$ cat src/rtl/issue_queue_pkg.sv
// Shared types for the in-order issue queue: unit selector, queued micro-op entry, widths.
package issue_queue_pkg;
  localparam int ISSUE_OP_W  = 8;
  localparam int ISSUE_XLEN  = 32;
  localparam int ISSUE_RA_W  = 5;

  typedef enum logic [1:0] {
    UNIT_ALU    = 2'd0,
    UNIT_PC_ALU = 2'd1,
    UNIT_LSU    = 2'd2
  } unit_sel_e;

  typedef struct packed {
    unit_sel_e               unit;
    logic [ISSUE_OP_W-1:0]   op;
    logic [ISSUE_RA_W-1:0]   raddr_a;
    logic [ISSUE_RA_W-1:0]   raddr_b;
    logic                    use_a;
    logic                    use_b;
    logic [ISSUE_RA_W-1:0]   waddr;
    logic                    we;
    logic [ISSUE_XLEN-1:0]   imm;
    logic [ISSUE_XLEN-1:0]   pc;
  } issue_entry_t;
endpackage

$ cat src/rtl/issue_queue_if.sv
// Decode-side enqueue, unit dispatch, writeback and flush signals of the issue queue.
// Signal suffixes are from the queue's point of view (slave = queue, master = environment).
interface issue_queue_if #(
  parameter int NUM_UNITS = 3,
  parameter int XLEN      = 32,
  parameter int DEPTH     = 4
);
  import issue_queue_pkg::*;
  localparam int UW = $clog2(NUM_UNITS);
  localparam int CW = $clog2(DEPTH) + 1;

  logic                  req_i;
  logic                  ack_o;
  logic [UW-1:0]         unit_i;
  logic [ISSUE_OP_W-1:0] op_i;
  logic [4:0]            raddr_a_i;
  logic [4:0]            raddr_b_i;
  logic                  use_a_i;
  logic                  use_b_i;
  logic [4:0]            waddr_i;
  logic                  we_i;
  logic [XLEN-1:0]       imm_i;
  logic [XLEN-1:0]       pc_i;
  logic [NUM_UNITS-1:0]  unit_req_o;
  logic [NUM_UNITS-1:0]  unit_ack_i;
  logic [ISSUE_OP_W-1:0] d_op_o;
  logic [4:0]            d_raddr_a_o;
  logic [4:0]            d_raddr_b_o;
  logic [4:0]            d_waddr_o;
  logic                  d_we_o;
  logic [XLEN-1:0]       d_imm_o;
  logic [XLEN-1:0]       d_pc_o;
  logic                  wb_valid_i;
  logic [4:0]            wb_addr_i;
  logic                  flush_i;
  logic [CW-1:0]         count_o;

  modport slave (
    input  req_i, unit_i, op_i, raddr_a_i, raddr_b_i, use_a_i, use_b_i, waddr_i, we_i,
           imm_i, pc_i, unit_ack_i, wb_valid_i, wb_addr_i, flush_i,
    output ack_o, unit_req_o, d_op_o, d_raddr_a_o, d_raddr_b_o, d_waddr_o, d_we_o,
           d_imm_o, d_pc_o, count_o
  );

  modport master (
    output req_i, unit_i, op_i, raddr_a_i, raddr_b_i, use_a_i, use_b_i, waddr_i, we_i,
           imm_i, pc_i, unit_ack_i, wb_valid_i, wb_addr_i, flush_i,
    input  ack_o, unit_req_o, d_op_o, d_raddr_a_o, d_raddr_b_o, d_waddr_o, d_we_o,
           d_imm_o, d_pc_o, count_o
  );
endinterface

$ cat src/rtl/issue_queue_scoreboard.sv
// Register busy tracking for the issue queue. Optional macro ISSUE_WB_BYPASS_EN lets a
// writeback in the current cycle already hide the busy bit from the hazard check.
module issue_scoreboard #(
  parameter int NREG = 32,
  parameter int AW   = $clog2(NREG)
) (
  input  logic          clk_i,
  input  logic          rst_i,
  input  logic          set_i,
  input  logic [AW-1:0] set_addr_i,
  input  logic          clr_i,
  input  logic [AW-1:0] clr_addr_i,
  input  logic [AW-1:0] chk_a_i,
  input  logic [AW-1:0] chk_b_i,
  input  logic [AW-1:0] chk_w_i,
  output logic          busy_a_o,
  output logic          busy_b_o,
  output logic          busy_w_o
);
  logic [NREG-1:0] busy_q, busy_d, clr_mask, set_mask, view;

  // Set is applied after clear so a dispatch beats a same-cycle writeback.
  always_comb begin
    clr_mask = '0;
    set_mask = '0;
    if (clr_i) clr_mask[clr_addr_i] = 1'b1;
    if (set_i) set_mask[set_addr_i] = 1'b1;
    busy_d    = (busy_q & ~clr_mask) | set_mask;
    busy_d[0] = 1'b0;
  end

`ifdef ISSUE_WB_BYPASS_EN
  assign view = busy_q & ~clr_mask;
`else
  assign view = busy_q;
`endif

  assign busy_a_o = view[chk_a_i];
  assign busy_b_o = view[chk_b_i];
  assign busy_w_o = view[chk_w_i];

  always_ff @(posedge clk_i or posedge rst_i) begin
    if (rst_i) busy_q <= '0;
    else       busy_q <= busy_d;
  end
endmodule

$ cat src/rtl/issue_queue.sv
// In-order issue FIFO with RAW/WAW scoreboard and one-hot per-unit dispatch handshake.
// Build option ISSUE_WB_BYPASS_EN (see issue_scoreboard) removes one cycle of writeback latency.
module issue_queue
  import issue_queue_pkg::*;
#(
  parameter int DEPTH     = 4,
  parameter int NUM_UNITS = 3,
  parameter int XLEN      = 32,
  parameter int NREG      = 32
) (
  input logic         clk_i,
  input logic         rst_i,
  issue_queue_if.slave bus
);
  localparam int PW = $clog2(DEPTH);
  localparam int CW = PW + 1;

  issue_entry_t         mem_q [DEPTH];
  issue_entry_t         head_e, in_e;
  logic [PW-1:0]        head_q, head_d, tail_q, tail_d;
  logic [CW-1:0]        count_q, count_d;
  logic                 full, empty, enq, disp, blocked;
  logic                 busy_a, busy_b, busy_w;
  logic [NUM_UNITS-1:0] req_vec;

  assign head_e = mem_q[head_q];
  assign full   = (count_q == CW'(DEPTH));
  assign empty  = (count_q == '0);

  // No pass-through when full, even if the head leaves this cycle.
  assign bus.ack_o = !rst_i && !full && !bus.flush_i;
  assign enq       = bus.req_i && bus.ack_o;

  assign in_e = '{unit:    unit_sel_e'(bus.unit_i),
                  op:      bus.op_i,
                  raddr_a: bus.raddr_a_i,
                  raddr_b: bus.raddr_b_i,
                  use_a:   bus.use_a_i,
                  use_b:   bus.use_b_i,
                  waddr:   bus.waddr_i,
                  we:      bus.we_i,
                  imm:     ISSUE_XLEN'(bus.imm_i),
                  pc:      ISSUE_XLEN'(bus.pc_i)};

  assign blocked = (head_e.use_a && busy_a) || (head_e.use_b && busy_b) || (head_e.we && busy_w);

  always_comb begin
    req_vec = '0;
    if (!empty && !blocked && !bus.flush_i && !rst_i)
      req_vec = NUM_UNITS'(1) << head_e.unit;
  end

  assign bus.unit_req_o = req_vec;
  assign disp           = |(req_vec & bus.unit_ack_i);

  assign bus.d_op_o      = head_e.op;
  assign bus.d_raddr_a_o = head_e.raddr_a;
  assign bus.d_raddr_b_o = head_e.raddr_b;
  assign bus.d_waddr_o   = head_e.waddr;
  assign bus.d_we_o      = head_e.we;
  assign bus.d_imm_o     = head_e.imm[XLEN-1:0];
  assign bus.d_pc_o      = head_e.pc[XLEN-1:0];
  assign bus.count_o     = count_q;

  always_comb begin
    head_d  = head_q;
    tail_d  = tail_q;
    count_d = count_q;
    if (bus.flush_i) begin
      head_d  = tail_q;
      count_d = '0;
    end else begin
      if (enq)  tail_d = tail_q + 1'b1;
      if (disp) head_d = head_q + 1'b1;
      if (enq && !disp)      count_d = count_q + 1'b1;
      else if (!enq && disp) count_d = count_q - 1'b1;
    end
  end

  always_ff @(posedge clk_i or posedge rst_i) begin
    if (rst_i) begin
      head_q  <= '0;
      tail_q  <= '0;
      count_q <= '0;
      for (int i = 0; i < DEPTH; i++) mem_q[i] <= '0;
    end else begin
      head_q  <= head_d;
      tail_q  <= tail_d;
      count_q <= count_d;
      if (enq) mem_q[tail_q] <= in_e;
    end
  end

  issue_scoreboard #(.NREG(NREG)) u_sb (
    .clk_i      (clk_i),
    .rst_i      (rst_i),
    .set_i      (disp && head_e.we),
    .set_addr_i (head_e.waddr),
    .clr_i      (bus.wb_valid_i),
    .clr_addr_i (bus.wb_addr_i),
    .chk_a_i    (head_e.raddr_a),
    .chk_b_i    (head_e.raddr_b),
    .chk_w_i    (head_e.waddr),
    .busy_a_o   (busy_a),
    .busy_b_o   (busy_b),
    .busy_w_o   (busy_w)
  );
endmodule

$ cat src/flat_wrapper.sv
// flat-port wrapper written by rule: the top's interface ports become plain ports
module issue_queue_flat import issue_queue_pkg::*;
#(
  parameter int DEPTH     = 4,
  parameter int NUM_UNITS = 3,
  parameter int XLEN      = 32,
  parameter int NREG      = 32
)
  (clk_i, rst_i, bus_req_i, bus_unit_i, bus_op_i, bus_raddr_a_i, bus_raddr_b_i, bus_use_a_i, bus_use_b_i, bus_waddr_i, bus_we_i, bus_imm_i, bus_pc_i, bus_unit_ack_i, bus_wb_valid_i, bus_wb_addr_i, bus_flush_i, bus_ack_o, bus_unit_req_o, bus_d_op_o, bus_d_raddr_a_o, bus_d_raddr_b_o, bus_d_waddr_o, bus_d_we_o, bus_d_imm_o, bus_d_pc_o, bus_count_o);
  issue_queue_if #(.NUM_UNITS(NUM_UNITS), .XLEN(XLEN), .DEPTH(DEPTH)) bus_i ();
  input logic clk_i;
  input logic rst_i;
  input wire logic [$bits(bus_i.req_i)-1:0] bus_req_i;
  input wire logic [$bits(bus_i.unit_i)-1:0] bus_unit_i;
  input wire logic [$bits(bus_i.op_i)-1:0] bus_op_i;
  input wire logic [$bits(bus_i.raddr_a_i)-1:0] bus_raddr_a_i;
  input wire logic [$bits(bus_i.raddr_b_i)-1:0] bus_raddr_b_i;
  input wire logic [$bits(bus_i.use_a_i)-1:0] bus_use_a_i;
  input wire logic [$bits(bus_i.use_b_i)-1:0] bus_use_b_i;
  input wire logic [$bits(bus_i.waddr_i)-1:0] bus_waddr_i;
  input wire logic [$bits(bus_i.we_i)-1:0] bus_we_i;
  input wire logic [$bits(bus_i.imm_i)-1:0] bus_imm_i;
  input wire logic [$bits(bus_i.pc_i)-1:0] bus_pc_i;
  input wire logic [$bits(bus_i.unit_ack_i)-1:0] bus_unit_ack_i;
  input wire logic [$bits(bus_i.wb_valid_i)-1:0] bus_wb_valid_i;
  input wire logic [$bits(bus_i.wb_addr_i)-1:0] bus_wb_addr_i;
  input wire logic [$bits(bus_i.flush_i)-1:0] bus_flush_i;
  output wire logic [$bits(bus_i.ack_o)-1:0] bus_ack_o;
  output wire logic [$bits(bus_i.unit_req_o)-1:0] bus_unit_req_o;
  output wire logic [$bits(bus_i.d_op_o)-1:0] bus_d_op_o;
  output wire logic [$bits(bus_i.d_raddr_a_o)-1:0] bus_d_raddr_a_o;
  output wire logic [$bits(bus_i.d_raddr_b_o)-1:0] bus_d_raddr_b_o;
  output wire logic [$bits(bus_i.d_waddr_o)-1:0] bus_d_waddr_o;
  output wire logic [$bits(bus_i.d_we_o)-1:0] bus_d_we_o;
  output wire logic [$bits(bus_i.d_imm_o)-1:0] bus_d_imm_o;
  output wire logic [$bits(bus_i.d_pc_o)-1:0] bus_d_pc_o;
  output wire logic [$bits(bus_i.count_o)-1:0] bus_count_o;
  assign bus_i.req_i = bus_req_i;
  assign bus_i.unit_i = bus_unit_i;
  assign bus_i.op_i = bus_op_i;
  assign bus_i.raddr_a_i = bus_raddr_a_i;
  assign bus_i.raddr_b_i = bus_raddr_b_i;
  assign bus_i.use_a_i = bus_use_a_i;
  assign bus_i.use_b_i = bus_use_b_i;
  assign bus_i.waddr_i = bus_waddr_i;
  assign bus_i.we_i = bus_we_i;
  assign bus_i.imm_i = bus_imm_i;
  assign bus_i.pc_i = bus_pc_i;
  assign bus_i.unit_ack_i = bus_unit_ack_i;
  assign bus_i.wb_valid_i = bus_wb_valid_i;
  assign bus_i.wb_addr_i = bus_wb_addr_i;
  assign bus_i.flush_i = bus_flush_i;
  assign bus_ack_o = bus_i.ack_o;
  assign bus_unit_req_o = bus_i.unit_req_o;
  assign bus_d_op_o = bus_i.d_op_o;
  assign bus_d_raddr_a_o = bus_i.d_raddr_a_o;
  assign bus_d_raddr_b_o = bus_i.d_raddr_b_o;
  assign bus_d_waddr_o = bus_i.d_waddr_o;
  assign bus_d_we_o = bus_i.d_we_o;
  assign bus_d_imm_o = bus_i.d_imm_o;
  assign bus_d_pc_o = bus_i.d_pc_o;
  assign bus_count_o = bus_i.count_o;
  issue_queue #(.DEPTH(DEPTH), .NUM_UNITS(NUM_UNITS), .XLEN(XLEN), .NREG(NREG)) u_core (.clk_i(clk_i), .rst_i(rst_i), .bus(bus_i));
endmodule
$ cat config.mk
export PLATFORM = sky130hd
export DESIGN_NAME = issue_queue_flat
export DESIGN_NICKNAME = d
export VERILOG_FILES = /design/src/rtl/issue_queue_pkg.sv /design/src/rtl/issue_queue_if.sv /design/src/rtl/issue_queue_scoreboard.sv /design/src/rtl/issue_queue.sv /design/src/flat_wrapper.sv
export SDC_FILE = /design/constraint.sdc
export NUM_CORES = 1
export LEC_CHECK = 0
export ABC_AREA = 1
export ABC_CLOCK_PERIOD_IN_PS = 18000
export BUFFER_PORTS_ARGS = -buffer_cell sky130_fd_sc_hd__buf_2
export CORE_AREA = 2 2 220 222
export CTS_BUF_LIST = sky130_fd_sc_hd__clkbuf_4 sky130_fd_sc_hd__clkbuf_8 sky130_fd_sc_hd__clkbuf_16
export CTS_CLUSTER_SIZE = 25
export DETAILED_ROUTE_END_ITERATION = 8
export DIE_AREA = 0 0 222 224
export PLACE_DENSITY = 0.58
export SYNTH_ARGS = -nofsm -noshare
export SYNTH_HDL_FRONTEND = slang
export SYNTH_HIERARCHICAL = 1
export SYNTH_SLANG_ARGS = --single-unit
$ cat constraint.sdc
create_clock -name clk_i -period 18 [get_ports clk_i]
set_input_delay 3.6 -clock clk_i [delete_from_list [all_inputs] [get_ports clk_i]]
set_output_delay 3.6 -clock clk_i [all_outputs]
set_load 0.02 [all_outputs]
==> After elaboration in Yosys (flattened, before gate mapping) <==
Index checks and enable logic that the tools add are counted.
{ "totals": {"ff_bits": 406, "input_bits": 105, "out_inout_bits": 95, "wordCells": 119} }
{ "op_classes": {"add_sub_neg": 4, "magnitude_cmp": 9, "eq_ne": 1, "shift": 1, "n_mux": 24, "n_bitwise": 7, "n_reduce_logical": 29} }
{ "op_table": {"columns": ["op", "n"], "rows": [
  ["368-bit bitwise mux", 1],
  ["92-bit 2-to-1 mux", 3],
  ["92-bit binary-select mux with 2-bit select", 1],
  ["92-bit demux with 2-bit select", 1],
  ["32-bit 2-to-1 mux", 2],
  ["32-bit bitwise AND", 1],
  ["32-bit inverter", 1],
  ["32-bit bitwise OR", 1],
  ["5-bit by 6-bit < comparator with 1-bit output, second input constant", 4],
  ["1-bit binary-select mux with 5-bit select", 3],
  ["1-bit logical AND", 15],
  ["3-bit 2-to-1 mux", 4],
  ["1-bit demux with 5-bit select", 2],
  ["5-bit by 1-bit greater-or-equal comparator with 1-bit output, second input constant", 2],
  ["1-bit logical NOT", 7],
  ["3-bit greater-or-equal comparator, second input constant", 2],
  ["2-bit inverter with 3-bit output", 2],
  ["1-bit 2-to-1 mux", 5],
  ["2-bit by 1-bit adder with 2-bit output, second input constant", 2],
  ["2-bit 2-to-1 mux", 2],
  ["3-bit by 1-bit adder with 3-bit output, second input constant", 1],
  ["3-bit bitwise AND", 1],
  ["3-bit equality test, second input constant", 1],
  ["3-bit logical NOT", 1],
  ["9 further kinds", 10]
]} }

==> Depth between registers and ports, before layout <==
Gate-level depths: netlist of the first run.
{ "logic_depth": {"depth_word": 20, "depth_mapped": 30, "mapped_depth_nobuf": 24} }

==> By module <==
The synthesis of the first run kept the hierarchy.
{ "modules_own_cells": {"columns": ["mod", "instances", "cells_per_inst", "area_per_inst_um2", "seq_area_each_um2"], "rows": [
  ["issue_queue", 1, 1417, 16971.3, 9384.0],
  ["issue_scoreboard", 1, 359, 2294.7, 775.7]
]} }

==> Worst setup path after synthesis of the first run <==
OpenSTA, ideal clock, no wires.
{ "synth_timing": {"path_type": "input to output", "startpoint": "input port rst_i", "endpoint": "output port bus_unit_req_o[1]", "t_arrival_ns": 12.751, "required_ns": 14.400, "setup_slack_ns": 1.649, "path_stages": 7, "path_buffers": 0, "cell_sequence": "inv_1 > nand2_2 > nor2_1 > nand2_1 > nor2_2 > inv_1 > nor3_1"} }
{ "synth_between": {"elab_chain_len": 3} }
{ "synth_lines": {"columns": ["element", "line", "source"], "rows": [
  ["start: declaration", "flat_wrapper.sv:12", "input logic rst_i;"],
  ["1-bit logical NOT", "issue_queue.sv:49", "if (!empty && !blocked && !bus.flush_i && !rst_i)"],
  ["1-bit logical AND", "issue_queue.sv:49", null],
  ["3-bit 2-to-1 mux", "issue_queue.sv:49", null],
  ["end: declaration", "flat_wrapper.sv:29", "output wire logic [$bits(bus_i.unit_req_o)-1:0] bus_unit_req_o;"]
]} }
Every way passes these cells.

==> Worst setup path after layout of the first run <==
Ends and elaborated chain as after synthesis.

==> out/results.ini, run 1 <==
[power]
p_comb_share_pct=42.9
cellPowerDensity_nw_per_um2=203
power_w=0.00446
p_clk_share_pct=21.9
ir_worst_vdd_v=0.0000983
sw_frac_of_total_pct=40.2
switchingPower_w=0.00180
internal_power_w=0.00267
p_leak_nw=10.0
p_seq_share_pct=35.2

[sta]
drv_slew=0
worst_pin_slew_ps=1080
fin_ws_ps=9320
rsz0062_at_grt=false
max-slew-margin-rel_pct=27.7
hold_viol=0
fin_worst_skew_ps=23.0
setup_viol=0
finalCriticalPeriod_ps=8680
tns_ps=0
max_freq_mhz=115
fin_worst_hold_slack_ps=477
period_share_pct=48.2

[synthesis]
yosysWarnings=6
synth-async-reset-ratio_pct=100
ys_types=36
syn_area_um2=19300
synth_nets=1886
synth_area_leaders=dfrtp_1 53%, mux2_2 11%, mux2_1 10%
syn_inst=1776
synth-edff-count=0
synth_seq_cells=406
yosysTopAreaCell=dfrtp_1
synth_top_area_share_pct=52.7
synth.avg_cell_area_um2=10.8
yosys_most_used_dff=dfrtp_1
seq_area_frac_synth_pct=52.7

[clocking]
tritoncts=built
post_cts_resized=0
clk_latency_ps=590
post_cts_buffers=0
cts_hold_buf=0
path_clk_slew_ps=50
h-tree-depth=2
cts_buffer_depth=3
ctsRootBufferMaster=clkbuf_16
cts_inserted_buffers=47
cts.sinks=406

[global_route]
grt_pass1_vias=13950
grt_usage_pct=19.7
grt-ovfl-total=0
antenna_found_initial=9
grt_pass1_wl_um=78000
grt_max_degree=181

[place]
pre_cts_ws_ps=9310
gp_congestion=0.867
port_buffers=199
dp_hpwl_um=29200

[drt]
vias=13876
viasPerCell=5.38
dr.pass1.iters=7
remaining_drc_errors=0
wire_per_inst_um=19.0
totalWireLength_um=49100
drt_iter0_drc=865
ant_nets=0

[critical_path]
crit_path_end_kind=output port
cpMostUsedCell=buf_2
timing.critical_path.from_type=input pin
required_ps=14400
critPathKind=input pin to output port
slowest_stage=inv_8
crit_arrival_ps=5080
critPathMaxStageDelay_ps=360
path_cells=buf_2 -> inv_8 -> nand2_2 -> nor2_1 -> nand2_1 -> nor2_2 -> inv_1 -> nor3_1 -> buf_2
reg2reg_setup_slack_ps=12580
worstPathMaxFanout=66

[outcome]
outcome=completed

[flow_run]
max-cap-violations=0

[finish]
final_common_cell=dfrtp_1
drive_above_1_share_pct=25.8
layout_common_cells=404 x dfrtp_1, 254 x o21ai_0, 199 x buf_2
fillCellCount=4384
fin_util_pct=46.5
nets=2039
seqCellArea_um2=10200
area_growth_pct=14.2
multiInputGateArea_um2=8050

[floorplanning]
rows=80
io_pins=200
start_util_pct=40.7
die-area_um2=49700
die_y_um=224
fp.dieW_um=222
core_area_um2=47300

[hold_path]
holdCritPathClass=flip-flop to flip-flop

synth_stat cells, types with 2 or more instances:
| cell type | instances |
|---|---|
| buf_6 | 21 |
| inv_1 | 54 |
| nand2_1 | 177 |
| buf_4 | 18 |
| mux2_1 | 176 |
| nand3_1 | 110 |
| nand2_2 | 2 |
| clkbuf_1 | 54 |
| ha_1 | 4 |
| buf_2 | 5 |
| buf_8 | 12 |
| o21ai_0 | 254 |
| mux2_2 | 180 |
| o22ai_1 | 87 |
| nand4_1 | 5 |
| dfrtp_1 | 406 |
| nor2_8 | 4 |
| nor2_1 | 180 |
| inv_2 | 5 |
| nor3_1 | 3 |
| inv_6 | 3 |
| buf_1 | 2 |
state kept, by name (all words and copies together) (netlist names):
register / count
u_core/u_sb/busy_q: 31
u_core/bus.count_o: 3
u_core/tail_q: 2
u_core/head_q: 2
u_core/mem_q: 368
worst paths after layout:
kind                            cells past startpoint                endpoint         startpoint
worst min-delay path                                1       u_core/mem_q[233]  u_core/mem_q[233]
min in group asynchronous                           2        u_core/mem_q[68]              rst_i
max in group asynchronous                           4        u_core/mem_q[29]              rst_i
worst max register to register                     20  u_core/u_sb/busy_q[27]   u_core/head_q[0]
worst min register to register                      1       u_core/mem_q[233]  u_core/mem_q[233]
worst max-delay path                                9       bus_unit_req_o[1]              rst_i
layout make-up:
class / count / share of cell area (%)
diodes: 3 / 0.0341
clock buffers: 68 / 6.43
clock inverters: 15 / 0.858
inverters: 63 / 1.22
multi-input cells: 1194 / 36.6
flip-flops and latches: 406 / 46.2
well taps: 615 / 3.50
repair buffers: 217 / 5.20
critical path, delay by kind of cell:
kind | cells | cell delay (ps)
buf+inv | 4 | 780
simple gates | 5 | 670
power by group through the flow:
stage               Sequential [W]  Clock [W]  Combinational (W)
global route               0.00163    0.00104            0.00212
CTS                        0.00157    0.00100            0.00194
global placement           0.00157          0            0.00190
finish                     0.00157   0.000976            0.00192
floorplan                  0.00151          0            0.00145
detailed placement         0.00159          0            0.00193
cells by family after synthesis:
kind of cell | Yosys count | share of synthesized area, %
fa+ha+maj | 5 | 0.364
compound gates | 344 | 9.64
flops | 406 | 52.7
mux | 356 | 20.8
xor+xnor | 2 | 0.0909
simple gates | 487 | 10.9
buf+inv | 176 | 5.51
layer usage:
layer | vias up | global-route usage (%) | wire, um
met5 | - | 0 | 57
met4 | 10 | 7.32 | 1290
met3 | 84 | 4.11 | 2640
met2 | 307 | 32.0 | 23300
met1 | 6974 | 26.1 | 21800
li1 | 6501 | - | -
per-stage QoR:
stage          cells  instance area (um2)
2_1_floorplan   1776                19300
3_3_place_gp    2495                20400
3_5_place_dp    2495                20400
4_1_cts         2578                22000
5_1_grt         2581                22000
6_report        2581                22000
Power figures use the tool's default switching activity.
==> inputs of run 2 (changes only) <==
--- a/config.mk
+++ b/config.mk
@@ -5,14 +5,14 @@
 export SDC_FILE = /design/constraint.sdc
 export NUM_CORES = 1
 export LEC_CHECK = 0
-export ABC_AREA = 1
-export ABC_CLOCK_PERIOD_IN_PS = 18000
+export ABC_AREA = 0
+export ABC_CLOCK_PERIOD_IN_PS = 9000
 export BUFFER_PORTS_ARGS = -buffer_cell sky130_fd_sc_hd__buf_2
-export CORE_AREA = 2 2 220 222
+export CORE_AREA = 2 2 216 218
 export CTS_BUF_LIST = sky130_fd_sc_hd__clkbuf_4 sky130_fd_sc_hd__clkbuf_8 sky130_fd_sc_hd__clkbuf_16
 export CTS_CLUSTER_SIZE = 25
 export DETAILED_ROUTE_END_ITERATION = 8
-export DIE_AREA = 0 0 222 224
+export DIE_AREA = 0 0 218 220
 export PLACE_DENSITY = 0.58
 export SYNTH_ARGS = -nofsm -noshare
 export SYNTH_HDL_FRONTEND = slang
==> constraint.sdc (replaced) <==
create_clock -name clk_i -period 9 [get_ports clk_i]
set_input_delay 1.8 -clock clk_i [delete_from_list [all_inputs] [get_ports clk_i]]
set_output_delay 1.8 -clock clk_i [all_outputs]
set_load 0.02 [all_outputs]
==> run 2 against run 1 <==
Effect of this change:
- clock power up 92%
- combinational power increased by 81%
- via count shrank 21%
- largest cell class unchanged
==> out/results.ini, run 2 <==
[critical_path]
slowest_stage=dfrtp_4
timing.critical_path.from_type=flip-flop
crit_buf_inv=2
required_ps=7200
crit_family=multiplexers
worstPathMaxFanout=42
reg2reg_setup_slack_ps=3910
critPathMaxStageDelay_ps=800
crit_arrival_ps=4570
cpMostUsedCell=mux4_2
path_cells=buf_4 -> mux4_2 -> mux4_2 -> nand2b_1 -> o211ai_1 -> nand4_1 -> a21oi_4 -> nand2_1 -> nor3b_1 -> buf_2
critPathKind=flip-flop to output port
crit_path_end_kind=output port

[finish]
regMostFlops=u_core/mem_q
area_growth_pct=16.5
fin_area_um2=21600
layout_common_cells=404 x dfrtp_1, 370 x mux2_2, 199 x buf_2
fin_cells=2022
nets=1487
final_common_cell=dfrtp_1
fillCellCount=4087
drive_above_1_share_pct=54.9
largest_reg_flops=368

[place]
place_area_um2=20100
dp_hpwl_um=26500
gp_congestion=0.808
port_buffers=199
dp.cells=1937

[clocking]
post_cts_buffers=0
cts_buffer_depth=3
tritoncts=built
cts_hold_buf=0
ctsRootBufferMaster=clkbuf_16
path_clk_slew_ps=60
clk_latency_ps=560
cts_inserted_buffers=45
post_cts_resized=0
h-tree-depth=2
cts.sinks=406

[power]
p_comb_share_pct=41.0
internal_power_w=0.00556
cellPowerDensity_nw_per_um2=394
ir_worst_vdd_v=0.000188
p_leak_nw=9.62
p_seq_share_pct=37.1
switchingPower_w=0.00294
p_clk_share_pct=22.0
power_w=0.00850
sw_frac_of_total_pct=34.6

[floorplanning]
start_util_pct=40.4
core_area_um2=45900
die_y_um=220
rows=79
die-area_um2=48000
fp.dieW_um=218
io_pins=200

[sta]
tns_ps=0
max_freq_mhz=157
rsz0062_at_grt=false
period_share_pct=70.7
hold_viol=0
fin_worst_skew_ps=10.4
worst_pin_slew_ps=1030
drv_slew=0
max-slew-margin-rel_pct=31.6
setup_viol=0
finalCriticalPeriod_ps=6370

[synthesis]
yosys_most_used_dff=dfrtp_1
yosysMostFrequentCell=dfrtp_1
synth_nets=1301
synth_top_area_share_pct=54.8
seq_area_frac_synth_pct=54.8
syn_inst=1191
yosysWarnings=6
synth_seq_cells=406
syn_area_um2=18500
ys_types=43
synthTopCellsByCount=406 x dfrtp_1, 370 x mux2_2, 96 x mux4_2, 66 x o21ai_0, 51 x buf_2
synth_area_leaders=dfrtp_1 55%, mux2_2 22%, mux4_2 12%
synth-edff-count=0
yosysTopAreaCell=dfrtp_1
synth-async-reset-ratio_pct=100
synth.avg_cell_area_um2=15.6

[global_route]
met2_usage_pct=28.7
grt-ovfl-total=0
grt.met3_usage_pct=4.98
grt_pass1_wl_um=67100
grt_usage_pct=18.1
grt_max_degree=140
grt_pass1_vias=11434
antenna_found_initial=8
use_met1_pct=24.5
grt_busiest_layer=met2

[drt]
dr.pass1.iters=4
drt_iter0_drc=577
remaining_drc_errors=0
viasPerCell=5.44
ant_nets=0
totalWireLength_um=42600
vias=10994
wire_per_inst_um=21.1

[outcome]
outcome=completed

[hold_path]
holdCritPathClass=flip-flop to flip-flop

[flow_run]
max-cap-violations=0

## run 2: layout make-up
class	instances	area, um2	area share, %
clock inverters	10	139	0.643
multi-input cells	703	7990	37.0
repair buffers	211	1100	5.09
inverters	10	41.3	0.191
flip-flops and latches	406	10200	47.1
diodes	4	10.0	0.0464
well taps	607	759	3.52
clock buffers	71	1380	6.38
## run 2: cell families after synthesis
| kind of cell | share of synthesized area, % |
|---|---|
| multiplexers | 36.4 |
| AND/OR/NAND/NOR | 2.89 |
| AO/OA/AOI/OAI | 3.04 |
| adder cells (fa/ha/maj) | 0.378 |
| XOR/XNOR | 0.284 |
| flip-flops | 54.8 |
| buffers and inverters | 2.23 |
## run 2: path summary, 6_finish.rpt
check | start | cells past startpoint | to
setup / recovery | u_core/head_q[0] | 10 | bus_unit_req_o[2]
hold / removal | u_core/mem_q[172] | 1 | u_core/mem_q[172]
setup reg to reg | u_core/head_q[0] | 11 | u_core/u_sb/busy_q[24]
hold reg to reg | u_core/mem_q[172] | 1 | u_core/mem_q[172]
max in group asynchronous | rst_i | 4 | u_core/mem_q[113]
min in group asynchronous | rst_i | 3 | u_core/u_sb/busy_q[29]
## run 2: power by group through the flow
stage | Clock [W] | Combinational (W) | Sequential, W
after floorplan | 0 | 0.00278 | 0.00297
after global placement | 0 | 0.00347 | 0.00315
after detailed placement | 0 | 0.00353 | 0.00318
after CTS | 0.00193 | 0.00354 | 0.00315
after global routing | 0.00201 | 0.00378 | 0.00326
final | 0.00187 | 0.00348 | 0.00315
## run 2: per-stage QoR
stage / hold slack (ps) / util (%) / worst slack [ps]
finish: 498 / 47.1 / 2630
global route: 506 / 47.0 / 2220
CTS: 501 / 47.0 / 2510
detailed placement: 487 / 43.7 / 3130
global placement: 482 / 43.7 / 3160
floorplan: 474 / - / 2160
## run 2: routing by layer
layer  wire length [um]  part of all wire [%]
met5                 69                  0.16
met4                734                   1.7
met3               2500                   5.9
met2              20500                    48
met1              18800                    44
